<file path="src/rtl/cac_tsv_link_sched.sv">
// Round-robin scheduler sharing one CAC coder/TSV bundle between two requesters; accept-to-tsv_valid = CODER_LAT+2; ready drops only in HOLD or reset.
// Optional CAC_LOOPBACK_CHK_EN adds dec_data_i loopback compare with a mismatch_o pulse.
module cac_tsv_link_sched #(
  parameter int DW          = 7,
  parameter int NTSV        = 6,
  parameter int CODER_LAT   = 1,
  parameter int HALT_ON_ERR = 1
) (
  input  logic            clock_i,
  input  logic            reset_i,
  input  logic            req0_valid_i,
  input  logic [DW-1:0]   req0_data_i,
  output logic            req0_ready_o,
  input  logic            req1_valid_i,
  input  logic [DW-1:0]   req1_data_i,
  output logic            req1_ready_o,
  input  logic            err_clear_i,
  output logic [DW-1:0]   enc_data_o,
  output logic            enc_load_o,
  input  logic [NTSV-1:0] tsv_in_i,
`ifdef CAC_LOOPBACK_CHK_EN
  input  logic [DW-1:0]   dec_data_i,
  output logic            mismatch_o,
`endif
  output logic            tsv_valid_o,
  output logic [NTSV-1:0] tsv_out_o,
  output logic            tsv_src_o,
  output logic            ftf_err_o,
  output logic [15:0]     err_count_o,
  output logic            hold_o
);

  typedef enum logic {ST_RUN, ST_HOLD} state_t;

  state_t                state_q, state_d;
  logic                  rr_last_q, rr_last_d;
  logic [DW-1:0]         enc_data_q, enc_data_d;
  logic                  enc_load_q, enc_load_d;
  logic                  enc_src_q, enc_src_d;
  logic [CODER_LAT-1:0]  tag_vld_q, tag_vld_d;
  logic [CODER_LAT-1:0]  tag_src_q, tag_src_d;
  logic                  tsv_valid_q, tsv_valid_d;
  logic [NTSV-1:0]       tsv_out_q, tsv_out_d;
  logic                  tsv_src_q, tsv_src_d;
  logic                  ftf_err_q, ftf_err_d;
  logic [15:0]           err_count_q, err_count_d;
  logic                  err_evt;
  logic [1:0]            err_inc;
  logic [16:0]           err_sum;
  logic                  last_vld;
  logic                  last_src;
`ifdef CAC_LOOPBACK_CHK_EN
  logic [DW-1:0]         tag_dat_q [CODER_LAT];
  logic [DW-1:0]         tag_dat_d [CODER_LAT];
  logic                  mismatch_q, mismatch_d;
`endif

  // An odd lane at 0 may not sit next to a lane at 1; bit NTSV is a virtual 0.
  function automatic logic ftf_check(input logic [NTSV-1:0] w);
    logic [NTSV:0] wp;
    logic          v;
    wp = {1'b0, w};
    v  = 1'b0;
    for (int j = 1; j < NTSV; j += 2) begin
      if (!wp[j] && (wp[j-1] || wp[j+1])) v = 1'b1;
    end
    return v;
  endfunction

  always_comb begin
    state_d      = state_q;
    rr_last_d    = rr_last_q;
    req0_ready_o = 1'b0;
    req1_ready_o = 1'b0;
    enc_load_d   = 1'b0;
    enc_data_d   = enc_data_q;
    enc_src_d    = enc_src_q;
    if (state_q == ST_RUN && !reset_i) begin
      req0_ready_o = req0_valid_i & (~req1_valid_i | rr_last_q);
      req1_ready_o = req1_valid_i & (~req0_valid_i | ~rr_last_q);
    end
    if (req0_ready_o || req1_ready_o) begin
      enc_load_d = 1'b1;
      enc_src_d  = req1_ready_o;
      enc_data_d = req1_ready_o ? req1_data_i : req0_data_i;
      rr_last_d  = req1_ready_o;
    end
    case (state_q)
      ST_RUN:  if (err_evt && HALT_ON_ERR != 0) state_d = ST_HOLD;
      ST_HOLD: if (err_clear_i && !err_evt) state_d = ST_RUN;
      default: state_d = ST_RUN;
    endcase
  end

  always_comb begin
    tag_vld_d    = tag_vld_q;
    tag_src_d    = tag_src_q;
    tag_vld_d[0] = enc_load_q;
    tag_src_d[0] = enc_src_q;
    for (int i = 1; i < CODER_LAT; i++) begin
      tag_vld_d[i] = tag_vld_q[i-1];
      tag_src_d[i] = tag_src_q[i-1];
    end
    last_vld    = tag_vld_q[CODER_LAT-1];
    last_src    = tag_src_q[CODER_LAT-1];
    tsv_valid_d = last_vld;
    tsv_out_d   = last_vld ? tsv_in_i : tsv_out_q;
    tsv_src_d   = last_vld ? last_src : tsv_src_q;
    ftf_err_d   = last_vld & ftf_check(tsv_in_i);
`ifdef CAC_LOOPBACK_CHK_EN
    tag_dat_d    = tag_dat_q;
    tag_dat_d[0] = enc_data_q;
    for (int i = 1; i < CODER_LAT; i++) tag_dat_d[i] = tag_dat_q[i-1];
    mismatch_d = last_vld & (dec_data_i != tag_dat_q[CODER_LAT-1]);
    err_evt    = ftf_err_q | mismatch_q;
    err_inc    = {1'b0, ftf_err_q} + {1'b0, mismatch_q};
`else
    err_evt    = ftf_err_q;
    err_inc    = {1'b0, ftf_err_q};
`endif
    err_sum     = {1'b0, err_count_q} + {15'd0, err_inc};
    err_count_d = err_sum[16] ? 16'hFFFF : err_sum[15:0];
  end

  always_ff @(posedge clock_i) begin
    if (reset_i) begin
      state_q     <= ST_RUN;
      rr_last_q   <= 1'b1;
      enc_data_q  <= '0;
      enc_load_q  <= 1'b0;
      enc_src_q   <= 1'b0;
      tag_vld_q   <= '0;
      tag_src_q   <= '0;
      tsv_valid_q <= 1'b0;
      tsv_out_q   <= '0;
      tsv_src_q   <= 1'b0;
      ftf_err_q   <= 1'b0;
      err_count_q <= '0;
`ifdef CAC_LOOPBACK_CHK_EN
      for (int i = 0; i < CODER_LAT; i++) tag_dat_q[i] <= '0;
      mismatch_q  <= 1'b0;
`endif
    end else begin
      state_q     <= state_d;
      rr_last_q   <= rr_last_d;
      enc_data_q  <= enc_data_d;
      enc_load_q  <= enc_load_d;
      enc_src_q   <= enc_src_d;
      tag_vld_q   <= tag_vld_d;
      tag_src_q   <= tag_src_d;
      tsv_valid_q <= tsv_valid_d;
      tsv_out_q   <= tsv_out_d;
      tsv_src_q   <= tsv_src_d;
      ftf_err_q   <= ftf_err_d;
      err_count_q <= err_count_d;
`ifdef CAC_LOOPBACK_CHK_EN
      tag_dat_q   <= tag_dat_d;
      mismatch_q  <= mismatch_d;
`endif
    end
  end

  assign enc_data_o  = enc_data_q;
  assign enc_load_o  = enc_load_q;
  assign tsv_valid_o = tsv_valid_q;
  assign tsv_out_o   = tsv_out_q;
  assign tsv_src_o   = tsv_src_q;
  assign ftf_err_o   = ftf_err_q;
  assign err_count_o = err_count_q;
  assign hold_o      = (state_q == ST_HOLD);
`ifdef CAC_LOOPBACK_CHK_EN
  assign mismatch_o  = mismatch_q;
`endif

endmodule

</file>
<file path="config.mk">
export PLATFORM = sky130hd
export DESIGN_NAME = cac_tsv_link_sched
export DESIGN_NICKNAME = d
export VERILOG_FILES = /design/src/rtl/cac_tsv_link_sched.sv
export SDC_FILE = /design/constraint.sdc
export NUM_CORES = 1
export LEC_CHECK = 0
export CAP_MARGIN = 20
export CORE_UTILIZATION = 35
export DETAILED_ROUTE_END_ITERATION = 10
export HOLD_SLACK_MARGIN = 0.06
export PLACE_DENSITY = 0.66
export SYNTH_ARGS = -nofsm -noshare
export SYNTH_HDL_FRONTEND = slang
export SYNTH_SLANG_ARGS = --single-unit
</file>
<file path="constraint.sdc">
create_clock -name clock_i -period 2.2 [get_ports clock_i]
set_clock_uncertainty 0.15 [all_clocks]
set_input_delay 0.33 -clock clock_i [delete_from_list [all_inputs] [get_ports clock_i]]
set_output_delay 0.33 -clock clock_i [all_outputs]
set_load 0.01 [all_outputs]
</file>
==> flow_summary.toml <==
[run_status]
status = "complete, no violations"

[synth]
syn_inst = 169
synth.top_cell.area_share_pct = 46.9
yosysUniqueCellTypes = 40
syn_area_um2 = 1620
ys_ff_latch = 38
yosys_warnings = 0
ys_seq_area_share_pct = 46.9
synth_edf_count = 0
synth.most_common_cell = "dfxtp_1"
synth_async_sr_flop_share_pct = 0
synthTopCellsByArea = "dfxtp_1 47%, mux2i_1 4.9%, a21oi_2 4.9%, nor2_1 4.9%, nand2_1 4.6%"
avgSynthCellArea_um2 = 9.60
synthFlopType = "dfxtp_1"
syn_nets = 196
yosysTopAreaCell = "dfxtp_1"
synth_common_cells = "38 x dfxtp_1, 21 x nor2_1, 20 x nand2_1, 9 x a21oi_2, 8 x mux2i_1"

[critical_path]
path_cells = "clkdlybuf4s50_1 -> nor2_2 -> nand3_1 -> clkinv_1 -> clkdlybuf4s50_1"
slowest_stage = "clkdlybuf4s50_1"
endpoint_kind = "primary output"
cp_top_family = "buffers and inverters"
max_stage_delay_ns = 0.53
cp.arrival_ns = 1.62
start_kind = "primary input"
path_class = "primary input to primary output"
worst-path-buf-inv = 3
path_common_cell = "clkdlybuf4s50_1"
cp.required_ns = 1.72
crit_fanout = 2

[route]
wl_um = 3540
drt-pass1-iter-count = 4
routedWlPerCell_um = 12.4
antenna_left = 0
drt_iter0_drc = 57
via_per_inst = 4.94
dr_total_vias = 1413
drc = 0

[grt]
overflow = 0
first_global_vias = 1375
track_usage_pct = 16.0
grt_max_degree = 36
grt_pass1_wl_um = 6210
antenna_found_initial = 0

[power_and_ir_drop]
p_clk_share_pct = 34.9
p_leak_nw = 0.864
ir_drop_mv = 0.326
p_switching_mw = 0.317
p_per_area_nw_per_um2 = 584
seq_power_share_pct = 52.6
combinationalPowerShare_pct = 12.5
p_int_mw = 1.07
p_sw_share_pct = 22.8

[timing]
drv_slew = 0
maxSlewHeadroom_pct = 70.3
tns_ns = 0
timing.final.ws_setup_ns = 0.0993
rsz0062_at_grt = "false"
fin_crit_sh_pct = 95.5
finalHoldViolCount = 0
worst_slew_pin_slew_ns = 0.445
fmax_mhz = 476
setup-violations-final = 0
finalHoldWorstSlack_ns = 0.319
period_needed_ns = 2.10

[cts]
path_clk_slew_ns = 0.07
cts_tree = "built"
cts-root-buf = "clkbuf_8"
h-tree-depth = 2
cts_buffers = 5
cts_sinks = 38
clock_latency_ns = 0.29
clk_path_buf_depth = 2

[placement]
placed_area_um2 = 2280
place_ws_ns = 0.0561
gp_congestion = 0.717
hpwlAfterDp_um = 2520
port-buffer-count = 60

[die]
rows = 24
io_pins = 61
fp.dieH_um = 70.1
die_w_um = 70.1
dieArea_um2 = 4910
initial_core_util_pct = 36.8
core_um2 = 4410

[min_path]
hp-class = "flop to flop"

[cells_and_area]
multi_input_area_um2 = 801
antenna_cells = 0
areaGrowthSynthToFinish_pct = 46.6
postLayoutCellArea_um2 = 2380
fin_nets = 260
final_util_pct = 53.9
regArea_um2 = 761
drive_gt1_share_pct = 14.5
fill_cells = 407
largest_register_ffs = 16

[run]
drv_cap = 0
-- layout make-up --
cell class	count	share of cell area [%]
clock inverter	1	0.210
tap	52	2.74
multi-input combinational	117	33.7
inverter	6	0.947
clock buffer	7	3.63
timing repair buffer	65	26.8
sequential	38	32.0
-- path summary, 6_finish.rpt --
| kind | cells past startpoint | end | startpoint | slack (ns) |
|---|---|---|---|---|
| hold reg to reg | 1 | last_vld$_SDFF_PP0_ | enc_load_o$_SDFF_PP0_ | 0.32 |
| hold / removal | 1 | last_vld$_SDFF_PP0_ | enc_load_o$_SDFF_PP0_ | 0.32 |
| setup / recovery | 5 | req0_ready_o | reset_i | 0.1 |
| setup reg to reg | 5 | err_count_o[13]$_SDFF_PP0_ | ftf_err_o$_SDFF_PP0_ | 0.25 |
-- stage by stage --
stage / cells / power, mW
floorplan: 169 / 0.813
detailed placement: 278 / 0.921
global route: 286 / 1.47
CTS: 286 / 1.42
global placement: 278 / 0.921
finish: 286 / 1.39
-- power by group through the flow --
stage	combinational [mW]	clock, mW	sequential (mW)
2_1_floorplan	0.0620	0	0.751
3_3_place_gp	0.175	0	0.746
3_5_place_dp	0.175	0	0.746
4_1_cts	0.176	0.508	0.731
5_1_grt	0.190	0.543	0.734
6_report	0.173	0.485	0.731
-- layout by cell type (no fill, tap or decap), drive strengths merged, types with 3 or more instances in the layout --
cell type      instances
buf                    5
nor2                  21
clkbuf                 7
nand2                 21
inv                    5
nor4                   3
a311oi                 7
clkdlybuf4s50         60
xnor2                  7
mux2i                  8
nand4                  3
nand3                  7
a21oi                 14
nor2b                  4
nor3                   3
dfxtp                 38
-- routing by layer --
layer	track usage (%)	part of all wire, %	vias to the layer above
li1	-	-	720
met4	6.67	1.6	0
met2	25.9	46	46
met3	5.77	7.1	9
met1	19.2	46	638
met5	0	0	-
-- kinds of logic (layout without fill, tap and decap cells) --
kind of cell | count (synthesis) | after routing | share of synthesized area [%]
adder cells (fa/ha/maj) | 2 | 2 | 1.54
buffers and inverters | 14 | 79 | 3.93
multiplexers | 8 | 8 | 4.93
XOR/XNOR | 9 | 9 | 4.86
AND/OR/NAND/NOR | 68 | 68 | 22.7
AO/OA/AOI/OAI | 30 | 30 | 15.1
flip-flops | 38 | 38 | 46.9
-- repair_timing --
action / in CTS / in global routing
endpoints found under the setup margin: 0 / 2
buffers inserted: 0 / 0
resized for setup: 0 / 1
hold buffers: 0 / 0
Power figures use the tool's default switching activity.
